`src/rtl/seq_multiplier.sv`:
```
// rtl/seq_multiplier.sv - iterative shift-add multiplier with signed/unsigned mode and start/done handshake
module seq_multiplier #(
    parameter int WIDTH     = 32,
    parameter int SIGNED_EN = 1
) (
    input  logic                 clk,
    input  logic                 rst,
    input  logic                 start,
    input  logic                 signed_mode,
    input  logic [WIDTH-1:0]     multiplicand,
    input  logic [WIDTH-1:0]     multiplier_in,
    output logic                 busy,
    output logic                 done,
    output logic [2*WIDTH-1:0]   product_out,
    output logic [WIDTH-1:0]     hi,
    output logic [WIDTH-1:0]     lo
);

    localparam int CW = $clog2(WIDTH + 1);

    typedef enum logic [1:0] {
        IDLE = 2'd0,
        CALC = 2'd1,
        SIGN = 2'd2
    } state_t;

    state_t             state;
    logic [2*WIDTH:0]   acc;
    logic [WIDTH-1:0]   mag_a;
    logic [CW-1:0]      cnt;
    logic               negate;

    logic               use_signed;
    logic [WIDTH-1:0]   abs_a;
    logic [WIDTH-1:0]   abs_b;
    logic [WIDTH:0]     upper_sum;

    // The magnitude of the most negative value still fits as an unsigned WIDTH-bit number.
    assign use_signed = (SIGNED_EN != 0) && signed_mode;
    assign abs_a      = (use_signed && multiplicand[WIDTH-1])  ? (~multiplicand + 1'b1)  : multiplicand;
    assign abs_b      = (use_signed && multiplier_in[WIDTH-1]) ? (~multiplier_in + 1'b1) : multiplier_in;
    assign upper_sum  = {1'b0, acc[2*WIDTH-1:WIDTH]} + {1'b0, mag_a};

    assign busy = (state == CALC) || (state == SIGN);
    assign hi   = product_out[2*WIDTH-1:WIDTH];
    assign lo   = product_out[WIDTH-1:0];

    always_ff @(posedge clk) begin
        if (rst) begin
            state       <= IDLE;
            acc         <= '0;
            mag_a       <= '0;
            cnt         <= '0;
            negate      <= 1'b0;
            done        <= 1'b0;
            product_out <= '0;
        end else begin
            done <= 1'b0;
            case (state)
                IDLE: begin
                    if (start) begin
                        mag_a  <= abs_a;
                        acc    <= {{(WIDTH + 1){1'b0}}, abs_b};
                        negate <= use_signed && (multiplicand[WIDTH-1] ^ multiplier_in[WIDTH-1]);
                        cnt    <= '0;
                        state  <= CALC;
                    end
                end
                CALC: begin
                    // Carry-out of the upper add becomes the new top bit before shifting.
                    if (acc[0]) begin
                        acc <= {upper_sum, acc[WIDTH-1:0]} >> 1;
                    end else begin
                        acc <= acc >> 1;
                    end
                    cnt <= cnt + 1'b1;
                    if (cnt == CW'(WIDTH - 1)) begin
                        state <= SIGN;
                    end
                end
                SIGN: begin
                    product_out <= negate ? (~acc[2*WIDTH-1:0] + 1'b1) : acc[2*WIDTH-1:0];
                    done        <= 1'b1;
                    state       <= IDLE;
                end
                default: begin
                    state <= IDLE;
                end
            endcase
        end
    end

endmodule

```
`config.mk`:
```
export PLATFORM = sky130hd
export DESIGN_NAME = seq_multiplier
export DESIGN_NICKNAME = d
export VERILOG_FILES = /design/src/rtl/seq_multiplier.sv
export SDC_FILE = /design/constraint.sdc
export NUM_CORES = 1
export LEC_CHECK = 0
export CORE_MARGIN = 2
export CORE_UTILIZATION = 39
export CTS_BUF_LIST = sky130_fd_sc_hd__clkbuf_8 sky130_fd_sc_hd__clkbuf_16
export CTS_CLUSTER_DIAMETER = 40
export DETAILED_ROUTE_END_ITERATION = 6
export HOLD_SLACK_MARGIN = 0.02
export PLACE_DENSITY_LB_ADDON = 0.3
export SYNTH_ARGS = -nofsm -noshare
export SYNTH_HDL_FRONTEND = slang
export SYNTH_SLANG_ARGS = --single-unit
```
`constraint.sdc`:
```
create_clock -name clk -period 3.4 [get_ports clk]
set_clock_uncertainty 0.15 [all_clocks]
set_input_delay 0.68 -clock clk [delete_from_list [all_inputs] [get_ports clk]]
set_output_delay 0.68 -clock clk [all_outputs]
set_load 0.1 [all_outputs]
```
# Word level (Yosys, flattened, before mapping)
# Index checks and enable logic that the tools add are counted.
dict set report totals {
  regBits 171
  input_bits 68
  out_inout_bits 130
  elab_cells 42
}
dict set report classes {
  add_sub_neg 5
  eq_ne 5
  mux 12
  n_bitwise 4
  n_reduce_logical 9
}
# cell n
set ops {}
lappend ops {{case mux 65 bit (2 select lines)} 1}
lappend ops {{2-to-1 mux 64 bit} 2}
lappend ops {{2-to-1 mux 65 bit} 1}
lappend ops {{adder 32 x 1 -> 32 bit, second input constant} 2}
lappend ops {{adder 64 x 1 -> 64 bit, second input constant} 1}
lappend ops {{2-to-1 mux 32 bit} 2}
lappend ops {{NOT 32 bit} 2}
lappend ops {{NOT 64 bit} 1}
lappend ops {{adder 32 x 32 -> 33 bit} 1}
lappend ops {{case mux 6 bit (2 select lines)} 1}
lappend ops {{adder 6 x 1 -> 6 bit, second input constant} 1}
lappend ops {{== test 6 x 5 -> 1 bit, second input constant} 1}
lappend ops {{2-to-1 mux 6 bit} 1}
lappend ops {{AND reduction 2 bit} 3}
lappend ops {{2-to-1 mux 2 bit} 2}
lappend ops {{case mux 2 bit (2 select lines)} 1}
lappend ops {{logical AND 1 bit} 3}
lappend ops {{== test 2 x 1 -> 1 bit, second input constant} 1}
lappend ops {{== test 2 bit, second input constant} 1}
lappend ops {{zero test 2 bit} 1}
lappend ops {{inequality test 2 x 1 -> 1 bit, second input constant} 1}
lappend ops {{inequality test 2 bit, second input constant} 1}
lappend ops {{nonzero test 2 bit} 1}
lappend ops {{logical OR 1 bit} 1}
lappend ops {{2 further kinds} 2}

# Longest topological paths before layout
# Gate-level depths: netlist of the first run.
dict set report depth {
  depth_word 5
  mapped_depth 10
}

# Worst setup path after synthesis of the first run
# Ideal clock, no wire load.
dict set report synth_timing {
  path_type {register -> register}
  start {register acc[2]}
  end {register product_out[53]}
  setup_time_ns 0.122
  t_arrival_ns 2.720
  required_ns 3.128
  setup_slack_ns 0.408
  stages_incl_launch_ff 9
  n_path_buf 1
  synth_period_minus_slack_ns 2.992
  cell_sequence {dfxtp_1 or4_1 nor4_4 nand4_4 or3_1 buf_2 or4_1 mux2i_1 a221o_1}
}
dict set report synth_between {
  elab_chain_cells 3
}
# item line
set synth_rtl {}
lappend synth_rtl {{from (decl)} 28} ;# logic [2*WIDTH:0] acc;
lappend synth_rtl {{from (signal assigned)} 63} ;# acc <= {{(WIDTH + 1){1'b0}}, abs_b};
lappend synth_rtl {{from (signal assigned)} 72} ;# acc <= {upper_sum, acc[WIDTH-1:0]} >> 1;
lappend synth_rtl {{from (signal assigned)} 74} ;# acc <= acc >> 1;
lappend synth_rtl {{NOT 64 bit} 82} ;# product_out <= negate ? (~acc[2*WIDTH-1:0] + 1'b1) : acc[2*WIDTH-1:0];
lappend synth_rtl {{adder 64 x 1 -> 64 bit} 82}
lappend synth_rtl {{2-to-1 mux 64 bit} 82}
lappend synth_rtl {{to (signal assigned)} 82}
lappend synth_rtl {{to (decl)} 14} ;# output logic [2*WIDTH-1:0] product_out,
# No other way between the ends.
# A chain may end at the register's enable or synchronous reset.

# Final worst setup path of the first run
dict set report layout_timing {
  start {register acc[36]}
  end {register product_out[59]}
}
# The elaborated chain is that of the path after synthesis.

==> metrics.txt, run 1 <==
average routed wire per standard cell 17.3 um; Starting Density 39.3%; number of buffers inserted to repair setup after CTS 0; critical path cell sequence or4_1 > or4_4 > or4_4 > or3_4 > nor3_4 > nor4b_1 > a311o_1; area overhead of the layout relative to synthesis 21.0%; DRC violations left 0; total power draw 7.08 mW; total CTS buffers 17; average footprint of a synthesized cell 7.84 um^2; kind of end point of the critical path flop; final hold viol count 0; outcome finished clean; synth warn 0; Setup CP Type flop to flop; Post-Synthesis Net Count 1,540; vias in the first global route 10,000; number of synthesized flops with an enable pin 0; final period utilization 92.8%; post-synthesis sequential area ratio 30.3%; final setup slack of the worst path 0.244 ns; Tot GR Track Use 22.1%; placement-stage cell area 0.0130 mm^2; number of I/O pins 198; total power divided by cell area 521 mW/mm^2; kind of cell with the highest combined delay on the critical path simple AND/OR/NAND/NOR gates; antenna violations before repair 0; clock-pin slew reported for the worst setup and hold paths after clock tree synthesis 0.07 ns; max frequency 317 MHz; cell area after synthesis 0.0112 mm^2; H-tree depth reported by CTS 4; routability cong. 0.898; cell with the most instances on the worst path or4_4; type of the most critical hold path input port to flop; IR Drop Worst-Case VDD 429 uV; delay of the slowest critical-path stage 0.59 ns; highest net fanout along the worst path 8; number of hold-repair buffers added at the cts stage 0; pre-CTS worst setup slack 0.121 ns; maximum number of pins on one net before global-route repair 72; Antenna Violating Nets Remaining 0; post-route cell area 0.0136 mm^2; Worst EP required 3.58 ns; later-pin clock latency in the skew report 0.44 ns; fraction of layout instances using a drive strength above 1 15.8%; Vert. Die Dim 174 um; violation count after the first detailed-routing iteration 1,018; Vias 11,000; Max clock buf depth 2; max-cap check violation count 0; WHS 0.321 ns; Final min period 3.16 ns; Top FF cell, synth dfxtp_1; first-pass iteration count of the detailed router 6; reg2reg start acc[36]$_SDFFE_PP0P_; launch point of the worst path acc[36]$_SDFFE_PP0P_; measured slew at the worst slew-check pin 0.886 ns; Die W 174 um; slowest stage cell on the critical path or4_1; HP Start rst; placed wire-length estimate after detailed placement 25.8 mm; number of placement rows 62; area of the core 0.0285 mm^2; overall die area 0.0302 mm^2; share of synthesized registers carrying an async set or reset 0%; aggregate routed wire length 33.7 mm; max-slew violation total from the final report 0; total number of clock tree sinks 170; setup-violating endpoint count in the final report 0; sum of negative setup slack 0 ns; wire length of the first global-routing pass 54.2 mm; Buffers on Ports 197; TritonCTS clock tree built; buffer cell driving the clock tree root clkbuf_16; number of distinct library cells after synthesis 71; register-to-register setup slack 0.24 ns; Worst EP arrival 3.34 ns; LEAKAGE 5.48 nW; buffer and inverter count on the worst path 0; via density per instance 5.63; synthesized instance count 1,432; post-synthesis sequential element count 170; nets@finish 1,663; overflow left after global routing 0; antenna diode count 0; RSZ-0062 raised after global routing no; Resized cells post-CTS 0; Startpoint Class flop; Max-slew headroom 40.8%
per-layer routing:
| metal | part of all wire, % | track usage, % |
|---|---|---|
| met1 | 49 | 32.9 |
| met2 | 42 | 33.4 |
| met3 | 6.5 | 2.65 |
| met4 | 1.7 | 6.37 |
| met5 | 0 | 0 |
kinds of logic after synthesis:
kind of cell             count (synthesis)  synth area share (%)
XOR/XNOR                               129                  10.1
multiplexers                            15                  1.36
AND/OR/NAND/NOR                        463                  20.1
flip-flops                             170                  30.3
adder cells (fa/ha/maj)                 40                  4.52
buffers and inverters                  184                  8.37
AO/OA/AOI/OAI                          431                  25.3
per-stage QoR:
stage	cells	util (%)
2_1_floorplan	1432	-
6_report	1952	47.6
3_3_place_gp	1920	45.6
4_1_cts	1952	47.6
5_1_grt	1952	47.6
3_5_place_dp	1920	45.6
registers in the layout, summed over array words and instances (netlist names):
| signal | flops |
|---|---|
| done | 1 |
| state | 2 |
| acc | 64 |
| cnt | 6 |
| product_out | 64 |
| negate | 1 |
| mag_a | 32 |
power breakdown:
| part | switching [mW] | internal [mW] |
|---|---|---|
| logic | 2.00 | 0.778 |
| clock network | 0.945 | 0.977 |
| registers | 0.204 | 2.18 |
| total | 3.15 | 3.93 |
path summary, 6_finish.rpt:
| path | to | cells past startpoint |
|---|---|---|
| worst max-delay path | product_out[59]$_SDFFE_PP0P_ | 7 |
| worst min-delay path | product_out[58]$_SDFFE_PP0P_ | 2 |
| worst max register to register | product_out[59]$_SDFFE_PP0P_ | 7 |
| worst min register to register | product_out[48]$_SDFFE_PP0P_ | 2 |
area by class of cell:
type                    instances  area (um^2)
fillers                      2803        15000
multi-input cells            1078         6900
flip-flops and latches        170         3400
repair buffers                258         2110
well taps                     384          480
clock buffers                  17          425
clock inverters                15          151
inverters                      30          113
cell usage in the layout (no fill, tap or decap), drive strengths merged, types with 4 or more instances in the layout:
| master | Yosys | layout |
|---|---|---|
| a21o | 21 | 21 |
| or3 | 27 | 27 |
| o22ai | 14 | 14 |
| nand2 | 130 | 130 |
| nor4 | 11 | 11 |
| dfxtp | 170 | 170 |
| or4 | 19 | 19 |
| o21bai | 5 | 5 |
| xnor2 | 42 | 42 |
| o41ai | 14 | 14 |
| mux2i | 13 | 13 |
| o211ai | 14 | 14 |
| o21ai | 85 | 85 |
| xor2 | 87 | 87 |
| a311oi | 7 | 7 |
| ha | 39 | 39 |
| o21a | 5 | 5 |
| a41oi | 4 | 4 |
| a222oi | 9 | 9 |
| nand4 | 19 | 19 |
| nor3 | 39 | 39 |
| and3 | 11 | 11 |
| clkbuf | 84 | 17 |
| inv | 30 | 38 |
| a22oi | 25 | 25 |
| clkdlybuf4s50 | 0 | 66 |
| a211oi | 61 | 61 |
| o31ai | 28 | 28 |
| nand2b | 13 | 13 |
| buf | 70 | 192 |
| a21oi | 95 | 95 |
| a31oi | 20 | 20 |
| nor2 | 133 | 133 |
| clkinv | 0 | 4 |
| and2 | 9 | 9 |
| nand3 | 38 | 38 |
cell usage after synthesis, drive strengths merged (3+ instances only):
| cell type | instances | area share, % |
|---|---|---|
| nand4 | 19 | 1.2 |
| o41ai | 14 | 1.1 |
| nor2b | 3 | 0.17 |
| clkbuf | 84 | 2.8 |
| a21oi | 95 | 4.2 |
| and3 | 11 | 0.61 |
| ha | 39 | 4.3 |
| a22oi | 25 | 1.7 |
| nand2 | 130 | 4.3 |
| nand3b | 3 | 0.20 |
| xor2 | 87 | 6.8 |
| nand3 | 38 | 1.7 |
| a31oi | 20 | 1.1 |
| nor3 | 39 | 1.9 |
| o31ai | 28 | 1.9 |
| a41oi | 4 | 0.31 |
| a211o | 3 | 0.23 |
| o21ai | 85 | 3.8 |
| and4 | 3 | 0.23 |
| mux2i | 13 | 1.2 |
| o21a | 5 | 0.33 |
| a222oi | 9 | 0.80 |
| or4 | 19 | 1.4 |
| xnor2 | 42 | 3.3 |
| nor2 | 133 | 4.4 |
| and2 | 9 | 0.50 |
| nor4 | 11 | 0.80 |
| buf | 70 | 4.6 |
| a211oi | 61 | 4.1 |
| dfxtp | 170 | 30 |
| a21o | 21 | 1.4 |
| a311oi | 7 | 0.55 |
| o211ai | 14 | 0.94 |
| or3 | 27 | 1.5 |
| inv | 30 | 1.0 |
| or2 | 3 | 0.17 |
| a22o | 3 | 0.23 |
| nand2b | 13 | 0.72 |
| o22ai | 14 | 0.78 |
| o21bai | 5 | 0.33 |
Note: power is estimated with default switching activity, not from simulation.
==> inputs of run 2 (changes only) <==
--- a/config.mk
+++ b/config.mk
@@ -5,11 +5,13 @@
 export SDC_FILE = /design/constraint.sdc
 export NUM_CORES = 1
 export LEC_CHECK = 0
+export CAP_MARGIN = 15
 export CORE_MARGIN = 2
 export CORE_UTILIZATION = 39
 export CTS_BUF_LIST = sky130_fd_sc_hd__clkbuf_8 sky130_fd_sc_hd__clkbuf_16
 export CTS_CLUSTER_DIAMETER = 40
 export DETAILED_ROUTE_END_ITERATION = 6
+export DONT_BUFFER_PORTS = 1
 export HOLD_SLACK_MARGIN = 0.02
 export PLACE_DENSITY_LB_ADDON = 0.3
 export SYNTH_ARGS = -nofsm -noshare
==> constraint.sdc (replaced) <==
create_clock -name clk -period 3.4 [get_ports clk]
set_clock_uncertainty 0.15 [all_clocks]
set_input_delay 0.68 -clock clk [delete_from_list [all_inputs] [get_ports clk]]
set_output_delay 0.68 -clock clk [all_outputs]
set_load 0.01 [all_outputs]
==> metrics.txt, run 2 (synthesized netlist as in run 1, its figures left out) <==
routability cong. 0.930; Worst EP required 3.58 ns; outcome finished clean; Max-slew headroom 42.7%; number of hold-repair buffers added at the cts stage 0; R2R cell count 7; sum of negative setup slack 0 ns; met3 track utilization from global routing 4.25%; Antenna Violating Nets Remaining 0; Largest regs acc x64, product_out x64, mag_a x32; maximum number of pins on one net before global-route repair 134; GRT Max-Usage Layer met1; pre-CTS worst setup slack 0.238 ns; met1 Track Usage GR 32.7%; worst hold stages 1; IR Drop Worst-Case VDD 371 uV; number of buffers inserted to repair setup after CTS 0; max-slew violation total from the final report 0; nets@finish 1,449; Max clock buf depth 2; measured slew at the worst slew-check pin 0.858 ns; critical path depth in cells 7; max-cap check violation count 0; Vert. Die Dim 174 um; antenna diode count 0; Tot GR Track Use 21.4%; cell with the most instances on the worst path or4_1; area of the core 0.0285 mm^2; total number of clock tree sinks 170; TritonCTS clock tree built; Final min period 3.17 ns; HP Start rst; number of placement rows 62; number of I/O pins 198; via density per instance 5.88; launch point of the worst path acc[2]$_SDFFE_PP0P_; delay of the slowest critical-path stage 0.65 ns; setup-violating endpoint count in the final report 0; Die W 174 um; aggregate routed wire length 32.8 mm; Resized cells post-CTS 0; met2 Track Usage GR 30.6%; type of the most critical hold path input port to flop; kind of cell with the highest combined delay on the critical path simple AND/OR/NAND/NOR gates; overflow left after global routing 0; commonest cells after routing, fill and taps aside dfxtp_1 (169), nor2_1 (132), nand2_1 (130); critical path cell sequence or4_1 > nor4_4 > nand4_4 > or3_1 > or4_1 > mux2i_1 > a221o_1; fraction of layout instances using a drive strength above 1 7.31%; kind of end point of the critical path flop; clock-pin slew reported for the worst setup and hold paths after clock tree synthesis 0.07 ns; buffer and inverter count on the worst path 0; RSZ-0062 raised after global routing no; Fill cells 2,967; final hold viol count 0; post-layout util 41.4%; reg2reg start acc[2]$_SDFFE_PP0P_; highest net fanout along the worst path 9; slowest stage cell on the critical path or4_1; total CTS buffers 17; Worst EP arrival 3.34 ns; placed wire-length estimate after detailed placement 24.9 mm; H-tree depth reported by CTS 4; average routed wire per standard cell 18.9 um; max frequency 316 MHz; wire length of the first global-routing pass 52.2 mm; area overhead of the layout relative to synthesis 5.15%; non-filler cells in the finished layout 1,738; later-pin clock latency in the skew report 0.43 ns; antenna violations before repair 0; final period utilization 93.2%; first-pass iteration count of the detailed router 6; Buffers on Ports 0; LEAKAGE 4.43 nW; Vias 10,200; overall die area 0.0302 mm^2; vias in the first global route 9,165; DRC violations left 0; WHS 0.173 ns; instance count after placement with tap cells included 1,706; most common cell after layout, fill and taps aside dfxtp_1; Starting Density 39.3%; violation count after the first detailed-routing iteration 1,002; total power divided by cell area 493 mW/mm^2; Setup CP Type flop to flop; Startpoint Class flop; final setup slack of the worst path 0.232 ns; buffer cell driving the clock tree root clkbuf_16
-- run 2: path summary, 6_finish.rpt --
check / end / slack, ns
min: product_out[58]$_SDFFE_PP0P_ / 0.17
min reg2reg: mag_a[0]$_SDFFE_PP0P_ / 0.34
max reg2reg: product_out[53]$_SDFFE_PP0P_ / 0.23
max: product_out[53]$_SDFFE_PP0P_ / 0.23
-- run 2: layer usage --
layer,part of all wire (%),vias up
met5,0,-
met4,1.4,0
met3,7.9,30
met2,41,442
met1,50,4749
li1,-,5000
-- run 2: worst reg2reg max path, delay by kind of cell (launching register included) --
kind / cells / cell delay [ns]
multiplexers: 1 / 0.14
AND/OR/NAND/NOR: 5 / 2.16
flip-flops: 1 / 0.37
AO/OA/AOI/OAI: 1 / 0.25
-- run 2: through the flow --
stage | total power, mW | area (um^2)
floorplan | 3.62 | 11200
global placement | 3.94 | 11200
detailed placement | 3.96 | 11200
CTS | 5.84 | 11800
global route | 6.13 | 11800
finish | 5.82 | 11800
-- run 2: cell type report --
type	instances	area (um^2)	share of cell area, %
flip-flops and latches	170	3400	28.8
repair buffers	44	343	2.90
clock inverters	14	124	1.05
inverters	30	113	0.954
multi-input cells	1078	6900	58.5
clock buffers	18	439	3.72
well taps	384	480	4.07
-- run 2: power breakdown --
group	switching, mW	total, mW	internal, mW
sequential	0.288	2.47	2.18
clock	0.849	1.88	1.03
combinational	0.933	1.47	0.536
